### src/rtl/mips_mem_arbiter_if.sv
// Core-side and memory-side signal bundle for mips_mem_arbiter.
// The arbiter uses the slave modport; the core/memory environment uses master.
interface mips_mem_arbiter_if #(
  parameter int XLEN   = 32,
  parameter int ADDR_W = 32
);
  logic                  if_req;
  logic [ADDR_W-1:0]     if_addr;
  logic [XLEN-1:0]       if_rdata;
  logic                  if_ack;
  logic                  d_req;
  logic                  d_we;
  logic [XLEN/8-1:0]     d_be;
  logic [ADDR_W-1:0]     d_addr;
  logic [XLEN-1:0]       d_wdata;
  logic [XLEN-1:0]       d_rdata;
  logic                  d_ack;
  logic                  stall;
  logic                  mem_req;
  logic                  mem_we;
  logic [XLEN/8-1:0]     mem_be;
  logic [ADDR_W-1:0]     mem_addr;
  logic [XLEN-1:0]       mem_wdata;
  logic [XLEN-1:0]       mem_rdata;
  logic                  mem_ack;
  logic                  bus_err;

  modport slave (
    input  if_req, if_addr, d_req, d_we, d_be, d_addr, d_wdata, mem_rdata, mem_ack,
    output if_rdata, if_ack, d_rdata, d_ack, stall,
           mem_req, mem_we, mem_be, mem_addr, mem_wdata, bus_err
  );

  modport master (
    output if_req, if_addr, d_req, d_we, d_be, d_addr, d_wdata, mem_rdata, mem_ack,
    input  if_rdata, if_ack, d_rdata, d_ack, stall,
           mem_req, mem_we, mem_be, mem_addr, mem_wdata, bus_err
  );
endinterface

### src/rtl/mips_mem_arbiter.sv
// Serialises MIPS fetch and data channels onto one req/ack memory port (data first).
// Optional macro MIPS_MEM_TIMEOUT_EN adds a MAX_WAIT cycle timeout with sticky bus_err.
module mips_mem_arbiter #(
  parameter int XLEN     = 32,
  parameter int ADDR_W   = 32,
  parameter int MAX_WAIT = 15
) (
  input  logic               clk,
  input  logic               reset_n,
  mips_mem_arbiter_if.slave  bus
);

  localparam int BE_W = XLEN / 8;

  typedef enum logic [1:0] {
    IDLE  = 2'd0,
    ISSUE = 2'd1,
    RESP  = 2'd2
  } state_e;

  localparam logic GRANT_I = 1'b0;
  localparam logic GRANT_D = 1'b1;

  if (MAX_WAIT < 1) begin : g_bad_max_wait
    $error("mips_mem_arbiter: MAX_WAIT must be at least 1");
  end
  if ((XLEN % 8) != 0) begin : g_bad_xlen
    $error("mips_mem_arbiter: XLEN must be a multiple of 8");
  end

  state_e             state_q, state_d;
  logic               grant_q, grant_d;
  logic               we_q, we_d;
  logic [BE_W-1:0]    be_q, be_d;
  logic [ADDR_W-1:0]  addr_q, addr_d;
  logic [XLEN-1:0]    wdata_q, wdata_d;
  logic [XLEN-1:0]    if_rdata_q, if_rdata_d;
  logic [XLEN-1:0]    d_rdata_q, d_rdata_d;
  logic               mem_req_s, if_ack_s, d_ack_s;
  logic               timeout_s;

`ifdef MIPS_MEM_TIMEOUT_EN
  localparam int CNT_W = (MAX_WAIT < 2) ? 1 : $clog2(MAX_WAIT + 1);
  localparam int REP   = (XLEN + 31) / 32;

  logic [CNT_W-1:0]   cnt_q, cnt_d;
  logic               bus_err_q, bus_err_d;

  function automatic logic [XLEN-1:0] deadbeef_fill();
    logic [REP*32-1:0] w;
    w = {REP{32'hDEADBEEF}};
    return w[XLEN-1:0];
  endfunction

  // The last permitted wait cycle without an ack ends the access.
  assign timeout_s = (state_q == ISSUE) && !bus.mem_ack &&
                     (cnt_q == CNT_W'(MAX_WAIT - 1));

  // Wait counter is zero outside ISSUE, so it is cleared on every entry.
  always_comb begin
    cnt_d = cnt_q;
    if (state_q != ISSUE) begin
      cnt_d = {CNT_W{1'b0}};
    end else if (!bus.mem_ack) begin
      cnt_d = cnt_q + {{(CNT_W-1){1'b0}}, 1'b1};
    end else begin
      cnt_d = cnt_q;
    end
  end

  always_ff @(posedge clk or negedge reset_n) begin
    if (!reset_n) begin
      cnt_q     <= {CNT_W{1'b0}};
      bus_err_q <= 1'b0;
    end else begin
      cnt_q     <= cnt_d;
      bus_err_q <= bus_err_d;
    end
  end

  assign bus.bus_err = bus_err_q;
`else
  assign timeout_s   = 1'b0;
  assign bus.bus_err = 1'b0;
`endif

  // FSM state register.
  always_ff @(posedge clk or negedge reset_n) begin
    if (!reset_n) begin
      state_q <= IDLE;
    end else begin
      state_q <= state_d;
    end
  end

  // FSM next-state logic.
  always_comb begin
    state_d = state_q;
    case (state_q)
      IDLE: begin
        if (bus.d_req || bus.if_req) begin
          state_d = ISSUE;
        end else begin
          state_d = IDLE;
        end
      end
      ISSUE: begin
        if (bus.mem_ack || timeout_s) begin
          state_d = RESP;
        end else begin
          state_d = ISSUE;
        end
      end
      RESP:    state_d = IDLE;
      default: state_d = IDLE;
    endcase
  end

  // FSM outputs: acks only in RESP, so mem_ack outside ISSUE has no effect.
  always_comb begin
    mem_req_s = 1'b0;
    if_ack_s  = 1'b0;
    d_ack_s   = 1'b0;
    case (state_q)
      ISSUE: mem_req_s = 1'b1;
      RESP: begin
        if (grant_q == GRANT_D) begin
          d_ack_s = 1'b1;
        end else begin
          if_ack_s = 1'b1;
        end
      end
      default: mem_req_s = 1'b0;
    endcase
  end

  // Request latching in IDLE and read-data capture in ISSUE.
  always_comb begin
    grant_d    = grant_q;
    we_d       = we_q;
    be_d       = be_q;
    addr_d     = addr_q;
    wdata_d    = wdata_q;
    if_rdata_d = if_rdata_q;
    d_rdata_d  = d_rdata_q;
`ifdef MIPS_MEM_TIMEOUT_EN
    bus_err_d  = bus_err_q;
`endif
    case (state_q)
      IDLE: begin
        if (bus.d_req) begin
          grant_d = GRANT_D;
          we_d    = bus.d_we;
          be_d    = bus.d_be;
          addr_d  = bus.d_addr;
          wdata_d = bus.d_wdata;
        end else if (bus.if_req) begin
          grant_d = GRANT_I;
          we_d    = 1'b0;
          be_d    = {BE_W{1'b1}};
          addr_d  = bus.if_addr;
          wdata_d = {XLEN{1'b0}};
        end else begin
          grant_d = grant_q;
        end
      end
      ISSUE: begin
        if (bus.mem_ack) begin
          if (grant_q == GRANT_D) begin
            if (!we_q) begin
              d_rdata_d = bus.mem_rdata;
            end else begin
              d_rdata_d = d_rdata_q;
            end
          end else begin
            if_rdata_d = bus.mem_rdata;
          end
        end
`ifdef MIPS_MEM_TIMEOUT_EN
        else if (timeout_s) begin
          bus_err_d = 1'b1;
          if (grant_q == GRANT_D) begin
            d_rdata_d = deadbeef_fill();
          end else begin
            if_rdata_d = deadbeef_fill();
          end
        end
`endif
        else begin
          grant_d = grant_q;
        end
      end
      default: grant_d = grant_q;
    endcase
  end

  always_ff @(posedge clk or negedge reset_n) begin
    if (!reset_n) begin
      grant_q    <= GRANT_I;
      we_q       <= 1'b0;
      be_q       <= {BE_W{1'b0}};
      addr_q     <= {ADDR_W{1'b0}};
      wdata_q    <= {XLEN{1'b0}};
      if_rdata_q <= {XLEN{1'b0}};
      d_rdata_q  <= {XLEN{1'b0}};
    end else begin
      grant_q    <= grant_d;
      we_q       <= we_d;
      be_q       <= be_d;
      addr_q     <= addr_d;
      wdata_q    <= wdata_d;
      if_rdata_q <= if_rdata_d;
      d_rdata_q  <= d_rdata_d;
    end
  end

  assign bus.mem_req   = mem_req_s;
  assign bus.mem_we    = we_q;
  assign bus.mem_be    = be_q;
  assign bus.mem_addr  = addr_q;
  assign bus.mem_wdata = wdata_q;
  assign bus.if_ack    = if_ack_s;
  assign bus.d_ack     = d_ack_s;
  assign bus.if_rdata  = if_rdata_q;
  assign bus.d_rdata   = d_rdata_q;

  // Gated by reset_n so every output is low while reset is held.
  assign bus.stall = reset_n & ((bus.if_req & ~if_ack_s) | (bus.d_req & ~d_ack_s));

endmodule
### src/flat_wrapper.sv
// flat-port wrapper written by rule: the top's interface ports become plain ports
module mips_mem_arbiter_flat 
#(
  parameter int XLEN     = 32,
  parameter int ADDR_W   = 32,
  parameter int MAX_WAIT = 15
)
  (clk, reset_n, bus_if_req, bus_if_addr, bus_d_req, bus_d_we, bus_d_be, bus_d_addr, bus_d_wdata, bus_mem_rdata, bus_mem_ack, bus_if_rdata, bus_if_ack, bus_d_rdata, bus_d_ack, bus_stall, bus_mem_req, bus_mem_we, bus_mem_be, bus_mem_addr, bus_mem_wdata, bus_bus_err);
  mips_mem_arbiter_if #(.XLEN(XLEN), .ADDR_W(ADDR_W)) bus_i ();
  input  logic clk;
  input  logic reset_n;
  input wire logic [$bits(bus_i.if_req)-1:0] bus_if_req;
  input wire logic [$bits(bus_i.if_addr)-1:0] bus_if_addr;
  input wire logic [$bits(bus_i.d_req)-1:0] bus_d_req;
  input wire logic [$bits(bus_i.d_we)-1:0] bus_d_we;
  input wire logic [$bits(bus_i.d_be)-1:0] bus_d_be;
  input wire logic [$bits(bus_i.d_addr)-1:0] bus_d_addr;
  input wire logic [$bits(bus_i.d_wdata)-1:0] bus_d_wdata;
  input wire logic [$bits(bus_i.mem_rdata)-1:0] bus_mem_rdata;
  input wire logic [$bits(bus_i.mem_ack)-1:0] bus_mem_ack;
  output wire logic [$bits(bus_i.if_rdata)-1:0] bus_if_rdata;
  output wire logic [$bits(bus_i.if_ack)-1:0] bus_if_ack;
  output wire logic [$bits(bus_i.d_rdata)-1:0] bus_d_rdata;
  output wire logic [$bits(bus_i.d_ack)-1:0] bus_d_ack;
  output wire logic [$bits(bus_i.stall)-1:0] bus_stall;
  output wire logic [$bits(bus_i.mem_req)-1:0] bus_mem_req;
  output wire logic [$bits(bus_i.mem_we)-1:0] bus_mem_we;
  output wire logic [$bits(bus_i.mem_be)-1:0] bus_mem_be;
  output wire logic [$bits(bus_i.mem_addr)-1:0] bus_mem_addr;
  output wire logic [$bits(bus_i.mem_wdata)-1:0] bus_mem_wdata;
  output wire logic [$bits(bus_i.bus_err)-1:0] bus_bus_err;
  assign bus_i.if_req = bus_if_req;
  assign bus_i.if_addr = bus_if_addr;
  assign bus_i.d_req = bus_d_req;
  assign bus_i.d_we = bus_d_we;
  assign bus_i.d_be = bus_d_be;
  assign bus_i.d_addr = bus_d_addr;
  assign bus_i.d_wdata = bus_d_wdata;
  assign bus_i.mem_rdata = bus_mem_rdata;
  assign bus_i.mem_ack = bus_mem_ack;
  assign bus_if_rdata = bus_i.if_rdata;
  assign bus_if_ack = bus_i.if_ack;
  assign bus_d_rdata = bus_i.d_rdata;
  assign bus_d_ack = bus_i.d_ack;
  assign bus_stall = bus_i.stall;
  assign bus_mem_req = bus_i.mem_req;
  assign bus_mem_we = bus_i.mem_we;
  assign bus_mem_be = bus_i.mem_be;
  assign bus_mem_addr = bus_i.mem_addr;
  assign bus_mem_wdata = bus_i.mem_wdata;
  assign bus_bus_err = bus_i.bus_err;
  mips_mem_arbiter #(.XLEN(XLEN), .ADDR_W(ADDR_W), .MAX_WAIT(MAX_WAIT)) u_core (.clk(clk), .reset_n(reset_n), .bus(bus_i));
endmodule
### config.mk
export PLATFORM = sky130hd
export DESIGN_NAME = mips_mem_arbiter_flat
export DESIGN_NICKNAME = d
export VERILOG_FILES = /design/src/rtl/mips_mem_arbiter_if.sv /design/src/rtl/mips_mem_arbiter.sv /design/src/flat_wrapper.sv
export SDC_FILE = /design/constraint.sdc
export NUM_CORES = 1
export LEC_CHECK = 0
export BUFFER_PORTS_ARGS = -buffer_cell sky130_fd_sc_hd__buf_2
export CORE_ASPECT_RATIO = 0.9
export CORE_MARGIN = 2
export CORE_UTILIZATION = 30
export CTS_BUF_LIST = sky130_fd_sc_hd__clkbuf_2
export CTS_CLUSTER_SIZE = 8
export DETAILED_ROUTE_END_ITERATION = 12
export PLACE_DENSITY = 0.64
export SLEW_MARGIN = 20
export SYNTH_ARGS = -nofsm -noshare
export SYNTH_HDL_FRONTEND = slang
export SYNTH_SLANG_ARGS = --single-unit
### constraint.sdc
create_clock -name clk -period 1.85 [get_ports clk]
set_clock_uncertainty 0.05 [all_clocks]
set_input_delay 0.4625 -clock clk [delete_from_list [all_inputs] [get_ports clk]]
set_output_delay 0.4625 -clock clk [all_outputs]
set_load 0.005 [all_outputs]
After elaboration in Yosys (flattened, before gate mapping)
Index checks and enable logic that the tools add are counted.
Word-level totals
  flip-flop bits (word level): 136
  bits in latches: 0
  memory bits (writable): 0
  ROM bits: 0
  input bits: 138
  output and inout port bits: 138
  logic and storage cells: 41
  memories kept: 0
Operators by class
  add/sub/neg operators: 0
  multipliers: 0
  div/mod/pow operators: 0
  $lt $le $gt $ge: 0
  eq/ne operators: 2
  shift operators: 0
  mux-type cells: 17
  bitwise gates (word level): 8
  reductions and logical operators: 6
Operators with widths (count)
  two-way mux 32 bit: 4
  two-way mux 1 bit: 9
  two-way mux 4 bit: 2
  NOT 1 bit: 4
  one-hot mux 2 bit (2 select lines): 1
  AND reduction 4 bit: 1
  AND 1 bit: 3
  AND reduction 3 bit: 1
  equality test 2 x 1 -> 1 bit, second input constant: 1
  equality test 2 bit, second input constant: 1
  logical NOT 2 bit: 1
  two-way mux 2 bit: 1
  AND reduction 2 bit: 1
  nonzero test 2 bit: 1
  logical OR 1 bit: 1
  bitwise OR 1 bit: 1

Depth between registers and ports, before layout
Gate-level depths: netlist of run 1.
  depth after elaboration: 6
  gate-level depth with buffers: 6
  mapped depth without buffers: 3

Least setup slack after synthesis of run 1
No wires, ideal clock.
  path type: input -> register
  start: input port bus_d_req
  end: register u_core.addr_q[12] (netlist: u_core.bus.mem_addr[12])
  library setup time: 0.125 ns
  data arrival time: 1.569 ns
  data required time: 1.675 ns
  setup slack: 0.107 ns
  cell stages on the path: 4
  buffers on the path: 2
  cell sequence: buf_2 -> clkbuf_1 -> mux2_2 -> mux2_2
Between the ends
  cells in the longest elaborated chain, start to end: 2
  elaborated cells on any way between the ends: 3
  classes of those cells: mux (1); reduce/logical (2)
RTL lines
  from (decl): line flat_wrapper.sv:14  | input wire logic [$bits(bus_i.d_req)-1:0] bus_d_req;
  nonzero test 2 bit (no line)
  AND reduction 2 bit (no line)
  to (signal assigned): line mips_mem_arbiter.sv:202  | addr_q <= {ADDR_W{1'b0}};
  to (signal assigned): line mips_mem_arbiter.sv:210  | addr_q <= addr_d;
  to (decl): line mips_mem_arbiter.sv:35  | logic [ADDR_W-1:0] addr_q, addr_d;
Several ways; a longest one is shown, not always the timed one.
A chain may end at the register's enable or synchronous reset.

Worst setup path in the final report of run 1
  start: register u_core.state_q[0]
  end: output port bus_stall
Between the ends
  cells in the longest elaborated chain, start to end: 6
  elaborated cells on any way between the ends: 9
  classes of those cells: eq/ne (1); mux (2); bitwise (6)
RTL lines
  from (decl): line mips_mem_arbiter.sv:31  | state_e state_q, state_d;
  from (signal assigned): line mips_mem_arbiter.sv:92  | state_q <= state_d;
  equality test 2 bit (*): line mips_mem_arbiter.sv:124  | case (state_q)
  two-way mux 1 bit: line mips_mem_arbiter.sv:124
  NOT 1 bit: line mips_mem_arbiter.sv:228  | assign bus.stall = reset_n & ((bus.if_req & ~if_ack_s) | (bus.d_req & ~d_ack_s));
  AND 1 bit: line mips_mem_arbiter.sv:228
  bitwise OR 1 bit (*): line mips_mem_arbiter.sv:228
  AND 1 bit (*): line mips_mem_arbiter.sv:228
  to (decl): line flat_wrapper.sv:25  | output wire logic [$bits(bus_i.stall)-1:0] bus_stall;
Mark *: on every way between the ends. The rest lies on a longest branch, timed or not.

==> results of run 1 <==
==> cell usage after synthesis, types with 2 or more instances <==
| cell | count | area (sq um) |
|---|---|---|
| buf_4 | 8 | 60.06 |
| mux2_2 | 128 | 1441 |
| buf_6 | 3 | 33.78 |
| a22o_1 | 33 | 289.0 |
| buf_2 | 2 | 10.01 |
| dfrtp_1 | 136 | 3403 |
| clkbuf_1 | 8 | 30.03 |
| o22a_1 | 4 | 35.03 |
| inv_1 | 4 | 15.01 |
| nor2_1 | 2 | 7.510 |
| nand2_1 | 2 | 7.510 |
==> cell families (layout without fill, tap and decap cells) <==
logic type / Yosys count / in the layout / synth area share, %
flops: 136 / 136 / 62.69
other cells: 1 / 1 / 0.06907
compound gates: 42 / 42 / 6.545
mux: 128 / 128 / 26.55
simple gates: 11 / 11 / 1.406
buf+inv: 25 / 456 / 2.743
==> worst paths after layout <==
path	slack, ps	end
min in group asynchronous	380	u_core.bus.mem_wdata[22]
max	-380	bus_stall
max in group asynchronous	670	u_core.bus.mem_addr[4]
min reg2reg	480	u_core.bus.mem_addr[16]
max reg2reg	10	u_core.bus.if_rdata[19]
min	120	u_core.bus.mem_addr[12]
==> report_power, final <==
part	internal, mW	total, mW	switching, mW
logic	3.58	5.83	2.25
registers	4.45	5.27	0.817
clock network	0.909	2.03	1.12
==> registers in the layout, indices dropped and copies added (netlist names) <==
register / flops
u_core.grant_q: 1
u_core.bus.mem_addr: 32
u_core.bus.if_rdata: 32
u_core.bus.mem_wdata: 32
u_core.bus.mem_be: 4
u_core.bus.mem_we: 1
u_core.bus.d_rdata: 32
u_core.state_q: 2
==> layout by cell type (no fill, tap or decap), drive strengths merged, types with 2 or more instances in the layout <==
cell / count
buf: 323
dfrtp: 136
mux2: 128
dlygate4sd3: 94
a22o: 33
clkbuf: 21
inv: 8
clkinv: 5
o22a: 4
bufinv: 4
nor2: 2
nand2: 2
nor3b: 2
o21ai: 2
==> cell type report <==
class	instances	area (sq um)	area share [%]
clock buffers	18	90.09	1.018
well taps	240	300.3	3.395
multi-input cells	182	1938	21.91
inverters	4	15.01	0.1697
repair buffers	420	2900	32.79
clock inverters	14	195.2	2.207
flip-flops and latches	136	3407	38.51
==> routing by layer <==
metal	share of wire, %	routed length, microns	GRT usage (%)	vias to the layer above
met3	5.8	959	5.139	20
met5	0	0	0	-
li1	-	-	-	2100
met1	40	6496	17.79	2259
met4	1.4	237	4.684	0
met2	53	8717	29.87	171
==> repair_timing <==
| action | 4_1_cts | 5_1_grt |
|---|---|---|
| pin swaps | 4 | 3 |
| endpoints found under the setup margin | 12 | 162 |
| hold buffers | 78 | 16 |
| resized for setup | 6 | 9 |
| gates cloned | 0 | 6 |
| hold endpoints to repair | 244 | 10 |
| setup buffers | 5 | 32 |
==> worst max-delay path, delay by kind of cell (launching register included) <==
family                 cells  cell delay (ps)
AO/OA/AOI/OAI              1              100
AND/OR/NAND/NOR            2              390
buffers and inverters      1              130
flip-flops                 1              460
==> summary.md, run 1 <==
| Metric | Value |
|---|---|
| Place WS | `86.23 ps` |
| Critical path endpoint category | `primary output` |
| Final Max Tran Viols | `0` |
| Worst path max stage delay | `around 460 ps` |
| Die height | `between 100 and 150 microns` |
| Fin crit period | `around 2200 ps` |
| P_leak | `~4.3 nW` |
| RSZ-0062 raised after global routing | `true` |
| Detailed placement HPWL | `between 10 and 15 mm` |
| Crit path DAT | `roughly 1700 ps` |
| Status | `complete, but fails checks` |
| Relative slew slack | `a little under half` |
| # fillers | `1544` |
| Max Cap Violations | `0` |
| Tot Pwr | `roughly 13 mW` |
| Syn_nets | `slightly below 500` |
| PortBufs | `~270` |
| Worst slew pin tran | `around 800 ps` |
| First-pass GRT wire length | `24.83 mm` |
| Hold depth | `3` |
| Area Overhead vs Synth | `62.94%` |
| Nets@finish | `~900` |
| P per Cell Area | `around 1500 nW/um^2` |
| Yosys warns | `0` |
| Final Wtd Congestion | `0.8446` |
| Setup TNS | `-1036 ps` |
| Grt total ovfl | `0` |
| Largest net degree at the start of global routing | `about 140` |
| Die ar. | `approximately 19000 sq um` |
| Root Buffer | `clkbuf_2` |
| WL/cell | `roughly 16 microns` |
| Final WL | `16.41 mm` |
| Ports | `approximately 280` |
| Detailed Route Iter0 Violations | `176` |
| Startpoint types | `flop` |
| Placed insts | `846` |
| Layout cells sized above 1 | `roughly 64%` |
| CP Cell Sequence | `nor3b_2, o22ai_2, and2_1, buf_2` |
| Post-route ant nets | `0` |
| Drt pass-1 iters | `4` |
| Main synth FF type | `dfrtp_1` |
| Cell variety after synth | `24` |
| FMAX | `449.4 MHz` |
| Post-Layout Inst Area | `between 8000 and 9000 sq um` |
| CP startpoint | `u_core.state_q[0]` |
| Crit-path slowest cell | `dfrtp_2` |
| Via count | `4550` |
| Max clock buf depth | `2` |
| Worst setup margin | `-375.3 ps` |
| Num CTS Buffers | `17` |
| Die X | `between 100 and 150 microns` |
| # rows | `46` |
| Setup violations, final | `4` |
| Routed vias/inst | `about 4.5` |
| Synth Instances | `343` |
| Seq cells post-synth | `around 140` |
| Asr flop ratio synth | `100.0%` |
| Initial cell density of the core | `30.73%` |
| CTS tree | `done` |
| Post-place instance area | `7171 sq um` |
| Core footprint | `about 18000 sq um` |
| Tcrit/Tclk final | `120.3%` |
| Critical hold path startpoint | `bus_d_addr[12]` |
| EDFF count, synth | `0` |
| RR Startpoint | `u_core.state_q[0]` |
| CP Max Fanout | `4` |
| Cell area after synthesis | `between 5000 and 6000 sq um` |
| Vias in the first global route | `approximately 4900` |
| GRT Total Usage | `16.21%` |
| Final design utilization | `approximately 50%` |
| CTS clk-pin slew, worst paths | `about 190 ps` |
| Reg2reg path depth | `7` |
| CP required | `around 1300 ps` |
| Hold WC Path Type | `input port to flop` |
| Fin. Hold Viols | `0` |
| Violations in the final reports | `negative setup slack` |
| Setup Crit Path Kind | `flop to primary output` |
| Clock Sinks | `~140` |
| Peak VDD IR | `~0.68 mV` |
| Hold_ws | `123.4 ps` |
| Final cell count without fillers | `roughly 1000` |
| Diode count | `0` |
| Worst-skew pair later-pin latency | `630 ps` |
| Mean post-synth cell area | `15.83 sq um` |
| Antenna violations before repair | `0` |
| Seq/Total Area, Yosys | `between 60% and 70%` |
| CTS H-tree lvls | `4` |
| # DRC | `0` |
No activity file was read; power rests on OpenSTA's default activity.
==> run 2: changes to the inputs <==
Settings changed: ABC_AREA set to 1, PLACE_DENSITY 0.64 to 0.63.
==> summary.md, run 2 <==
| Metric | Value |
|---|---|
| Status | `complete, but fails checks` |
| Violations in the final reports | `negative setup slack` |
| Die X | `149.6 microns (+2.6%)` |
| EDFF count, synth | `0 (unchanged)` |
| Setup Crit Path Kind | `flop to primary output` |
| Die height | `135.1 microns (+2.6%)` |
| Worst slew pin tran | `779.6 ps (-24.70 ps)` |
| Final WL | `20.01 mm (+22%)` |
| CTS H-tree lvls | `4 (unchanged)` |
| Worst path max stage delay | `450 ps (about the same)` |
| First-pass GRT wire length | `30.66 mm (+23%)` |
| Most frequent cells in the layout | `nand2_1 (355), buf_2 (269), dfrtp_1 (135)` |
| Yosys warns | `0 (unchanged)` |
| Seq/Total Area, Yosys | `59.44% (-3.2 points)` |
| Largest net degree at the start of global routing | `137 (unchanged)` |
| Num CTS Buffers | `17 (unchanged)` |
| CP required | `1340 ps (about the same)` |
| Grt total ovfl | `0 (unchanged)` |
| Layout cells sized above 1 | `33.96% (-30 points)` |
| Commonest cells in the synthesized netlist | `nand2_1 (356), dfrtp_1 (136), nand3_1 (68), inv_1 (42), o21ai_0 (34)` |
| Max Cap Violations | `0 (unchanged)` |
| Die ar. | `20210 sq um (+5.3%)` |
| WL/cell | `14.19 microns (-12%)` |
| Final Wtd Congestion | `0.7744 (-8.3%)` |
| Relative slew slack | `48.03% (+1.6 points)` |
| Fin. Hold Viols | `0 (unchanged)` |
| Detailed Route Iter0 Violations | `218 (+24%)` |
| Initial cell density of the core | `30.91% (+0.18 points)` |
| Antenna violations before repair | `3 (+3)` |
| # rows | `47 (+2.2%)` |
| Startpoint types | `flop` |
| Hold_ws | `101.0 ps (-22.44 ps)` |
| Worst-skew pair later-pin latency | `650 ps (+20 ps)` |
| PortBufs | `274 (unchanged)` |
| Via count | `6224 (+37%)` |
| Vias in the first global route | `6090 (+25%)` |
| Critical path endpoint category | `primary output` |
| DRT met1 WL | `8.379 mm (+29%)` |
| Crit path DAT | `1590 ps (-120 ps)` |
| Cell variety after synth | `19 (-21%)` |
| P per Cell Area | `1387 nW/um^2 (-6.5%)` |
| RSZ-0062 raised after global routing | `true` |
| Setup TNS | `-762.8 ps (+272.9 ps)` |
| Worst setup margin | `-253.6 ps (+121.7 ps)` |
| Cell area after synthesis | `5725 sq um (+5.5%)` |
| Final design utilization | `51.21% (+1.1 points)` |
| Setup violations, final | `4 (unchanged)` |
| Fin crit period | `2104 ps (-121.7 ps)` |
| Hold WC Path Type | `input port to flop` |
| Met2 WL | `9.964 mm (+14%)` |
| Commonest non-fill, non-tap cell in the layout | `nand2_1` |
| DR WL met3 | `1.145 mm (+19%)` |
| Crit-path slowest cell | `dfrtp_1` |
| Mean post-synth cell area | `8.203 sq um (-48%)` |
| Synth area leader | `dfrtp_1` |
| # fillers | `1759 (+14%)` |
| Detailed placement HPWL | `12.17 mm (+22%)` |
| Max clock buf depth | `2 (unchanged)` |
| Multi-input combinational cell area | `1979 sq um (+2.1%)` |
| Tot Pwr | `13.16 mW (+0.25%)` |
| Synth area leaders | `dfrtp_1 (59%), nand2_1 (23%), nand3_1 (5.9%)` |
| Routed vias/inst | `4.414 (-1.6%)` |
| Area Overhead vs Synth | `65.67%` |
| GRT Total Usage | `19.34% (+3.1 points)` |
| FMAX | `475.4 MHz (+5.8%)` |
| Syn_nets | `836 (+74%)` |
| Seq cells post-synth | `136 (unchanged)` |
| Post-route ant nets | `0 (unchanged)` |
| # DRC | `0 (unchanged)` |
| Tcrit/Tclk final | `113.7% (-6.6 points)` |
| Peak VDD IR | `0.5077 mV (-26%)` |
| Main synth FF type | `dfrtp_1` |
| Ports | `276 (unchanged)` |
| Nets@finish | `1288 (+43%)` |
| Clock Sinks | `136 (unchanged)` |
| Root Buffer | `clkbuf_2` |
| Buf+Inv Stages, Crit Path | `2 (+1)` |
| CP Max Fanout | `3 (-1)` |
| Core footprint | `18520 sq um (+4.8%)` |
| Placed insts | `1194 (+41%)` |
| Max Used Layer | `met5` |
| Register area | `3405 sq um (about the same)` |
| Drt pass-1 iters | `4 (unchanged)` |
| CTS tree | `done` |
| P_leak | `5.468 nW (+26%)` |
| CTS clk-pin slew, worst paths | `200 ps (about the same)` |
| Area fraction of the dominant cell type after synthesis | `59.44% (-3.2 points)` |
| CP Cell Sequence | `clkinv_2, nand3_2, nand2_2, a21oi_2, buf_2` |
| Asr flop ratio synth | `100.0% (unchanged)` |
| Final Max Tran Viols | `0 (unchanged)` |
| CP top delay family | `flip-flops` |
| Final cell count without fillers | `1410 (+39%)` |
| Most numerous cell in the Yosys netlist | `nand2_1` |
| Synth Instances | `698 (+100%)` |
[run 2: changes by cell type in the layout (fill, tap and decap cells not counted), moves of 5 or more]
cell           previous run  this run
dlygate4sd3_1            94       128
buf_4                    35        63
nand2_2                   0         5
a22o_1                   33         0
o21ai_0                   1        34
nand3_1                   0        66
nand2_1                   2       355
mux2_2                  126         0
inv_1                     4        39
inv_2                     0         5
[run 2: layout make-up]
cell class / instances / area share (%)
antenna: 2 / 0.05276
clock buffer: 18 / 0.9497
clock inverter: 14 / 2.335
inverter: 45 / 1.794
multi-input combinational: 477 / 20.87
sequential: 136 / 35.89
tap: 245 / 3.232
timing repair buffer: 473 / 34.88
[run 2: metrics by stage]
step                cell area [sq um]  setup WS [ps]
global placement                 7432          261.5
floorplan                        5725          222.2
CTS                              9105         -348.7
detailed placement               7432          254.2
global route                     9485         -472.4
finish                           9485         -253.6
[run 2: layer usage]
layer	vias to the layer above	track usage (%)
met2	206	33.31
met3	37	5.304
met1	2936	23.10
met5	-	0
li1	3043	-
met4	2	7.196
[run 2: final timing paths]
kind / startpoint / slack (ps) / depth (start not counted) / endpoint
setup / recovery: u_core.grant_q / -250 / 5 / bus_stall
setup reg to reg: u_core.state_q[1] / 110 / 9 / u_core.bus.mem_addr[12]
min in group asynchronous: reset_n / 420 / 3 / u_core.bus.mem_addr[2]
hold reg to reg: u_core.bus.d_rdata[23] / 440 / 2 / u_core.bus.d_rdata[23]
max in group asynchronous: reset_n / 650 / 3 / u_core.state_q[1]
hold / removal: bus_d_addr[0] / 100 / 5 / u_core.bus.mem_addr[0]
[run 2: report_power, final]
part           switching (mW)  internal, mW  leakage (nW)
registers               0.747          4.34          1.70
logic                    3.04          2.83          3.60
clock network            1.16          1.04         0.173
[run 2: cell families after synthesis]
family / count (synthesis) / synth area share, %
other cells: 1 / 0.06550
flops: 136 / 59.44
buf+inv: 85 / 6.490
compound gates: 41 / 3.693
simple gates: 435 / 30.31
[run 2: repair_timing]
| item | CTS | global route |
|---|---|---|
| endpoints found under the hold margin | 267 | 0 |
| gates resized for setup | 11 | 5 |
| setup endpoints to repair | 29 | 126 |
| hold buffers | 128 | 0 |
| pin swaps | 1 | 1 |
| setup buffers | 6 | 48 |
[run 2: worst min-delay path: stages]
cell and delay [ps]:
buf_2 80, nand2_1 40, o21ai_0 90, nand2_1 70, nand2_1 50
==> run 3: changes to the inputs <==
Settings changed: PLACE_DENSITY 0.63 to unset, PLACE_DENSITY_LB_ADDON set to 0.3.
==> summary.md, run 3 (synthesis results as in run 2) <==
| Metric | Value |
|---|---|
| Post-route ant nets | `0 (unchanged)` |
| Detailed Route Iter0 Violations | `189 (-13%)` |
| # rows | `47 (unchanged)` |
| Root Buffer | `clkbuf_2` |
| Max Cap Violations | `0 (unchanged)` |
| CP Max Fanout | `3 (unchanged)` |
| # DRC | `0 (unchanged)` |
| Worst-skew pair later-pin latency | `680 ps (+30 ps)` |
| Hold WC Path Type | `input port to flop` |
| Core footprint | `18520 sq um (unchanged)` |
| GRT Total Usage | `18.75% (-0.59 points)` |
| Nets@finish | `1282 (-0.47%)` |
| Die ar. | `20210 sq um (unchanged)` |
| Grt total ovfl | `0 (unchanged)` |
| Worst setup margin | `-253.1 ps (+0.4950 ps)` |
| Drt pass-1 iters | `4 (unchanged)` |
| Die X | `149.6 microns (unchanged)` |
| Fin crit period | `2103 ps (-0.4950 ps)` |
| Detailed placement HPWL | `11.89 mm (-2.3%)` |
| Area Overhead vs Synth | `63.57%` |
| Worst slew pin tran | `735.0 ps (-44.55 ps)` |
| FF-to-FF setup slack | `240 ps (+130 ps)` |
| Setup Crit Path Kind | `flop to primary output` |
| Most frequent cells in the layout | `nand2_1 (354), buf_2 (270), dfrtp_1 (135)` |
| Tcrit/Tclk final | `113.7% (about the same)` |
| Ports | `276 (unchanged)` |
| CTS clk-pin slew, worst paths | `230 ps (+30 ps)` |
| Die height | `135.1 microns (unchanged)` |
| FMAX | `475.5 MHz (about the same)` |
| Max clock buf depth | `2 (unchanged)` |
| CTS tree | `done` |
| Status | `complete, but fails checks` |
| P per Cell Area | `1355 nW/um^2 (-2.3%)` |
| PortBufs | `274 (unchanged)` |
| Setup violations, final | `4 (unchanged)` |
| Setup TNS | `-711.1 ps (+51.70 ps)` |
| RSZ-0062 raised after global routing | `true` |
| CP required | `1340 ps (about the same)` |
| Hold_ws | `89.78 ps (-11.17 ps)` |
| Commonest non-fill, non-tap cell in the layout | `nand2_1` |
| WL/cell | `13.65 microns (-3.8%)` |
| Clock Sinks | `136 (unchanged)` |
| Routed vias/inst | `4.360 (-1.2%)` |
| Fin. Hold Viols | `0 (unchanged)` |
| Crit path DAT | `1590 ps (about the same)` |
| Startpoint types | `flop` |
| CTS H-tree lvls | `4 (unchanged)` |
| P_leak | `5.414 nW (-1.0%)` |
| Peak VDD IR | `0.5771 mV (+14%)` |
| Final Max Tran Viols | `0 (unchanged)` |
| Final Wtd Congestion | `0.8188 (+5.7%)` |
| Largest net degree at the start of global routing | `137 (unchanged)` |
| Place WS | `186.1 ps (-68.05 ps)` |
| Violations in the final reports | `negative setup slack` |
| Relative slew slack | `51.00% (+3.0 points)` |
| Num CTS Buffers | `17 (unchanged)` |
| Critical path endpoint category | `primary output` |
| Layout cells sized above 1 | `33.28% (-0.69 points)` |
| Initial cell density of the core | `30.91% (unchanged)` |
| Final design utilization | `50.56% (-0.65 points)` |
| Via count | `6117 (-1.7%)` |
| First-pass GRT wire length | `29.75 mm (-3.0%)` |
| Antenna violations before repair | `1 (-2)` |
| Vias in the first global route | `5898 (-3.2%)` |
| Final WL | `19.16 mm (-4.2%)` |
run 3: path summary, 6_finish.rpt:
path	start	end	cells past startpoint
max	u_core.state_q[0]	bus_stall	5
min	bus_d_addr[6]	u_core.bus.mem_addr[6]	5
max reg2reg	u_core.state_q[1]	u_core.bus.mem_addr[6]	7
min reg2reg	u_core.bus.if_rdata[18]	u_core.bus.if_rdata[18]	2
max in group asynchronous	reset_n	u_core.bus.if_rdata[26]	3
min in group asynchronous	reset_n	u_core.bus.mem_addr[31]	3
run 3: final cells by class:
class / instances / area, sq um
timing repair buffer: 467 / 3233
fill: 1753 / 9159
inverter: 45 / 170.2
multi-input combinational: 477 / 1987
clock inverter: 14 / 171.4
clock buffer: 18 / 90.09
sequential: 136 / 3405
antenna: 1 / 2.502
tap: 245 / 306.5
run 3: per-stage QoR:
stage | instances | total power [mW] | instance area, sq um
CTS | 1367 | 12.28 | 9076
floorplan | 698 | 7.388 | 5725
detailed placement | 1188 | 9.804 | 7362
global route | 1403 | 13.75 | 9365
finish | 1403 | 12.69 | 9365
global placement | 1188 | 9.721 | 7362
run 3: power by group:
part | switching [mW] | leakage [nW] | internal [mW]
clock network | 1.16 | 0.153 | 0.771
logic | 2.97 | 3.56 | 2.72
registers | 0.733 | 1.70 | 4.34
run 3: what timing repair did:
| item | in CTS | in global routing |
|---|---|---|
| pin swaps | 2 | 2 |
| setup buffers | 18 | 34 |
| resized for setup | 8 | 4 |
| endpoints found under the setup margin | 53 | 127 |
| hold buffers | 129 | 1 |
| endpoints found under the hold margin | 267 | 1 |
run 3: metal layers:
layer  vias up  wire [microns]  part of all wire [%]  track usage [%]
li1       3039               -                     -                -
met1      2882            8224                    43            23.21
met2       169            9506                    50            31.83
met3        27            1073                   5.6            5.203
met4         0             350                   1.8            5.820
met5         -               0                     0                0
run 3: critical path, stage by stage (launching register included):
cell,delay (ps)
dfrtp_1,400
inv_2,60
nand3_2,100
nand2_2,80
a21oi_4,170
buf_2,140
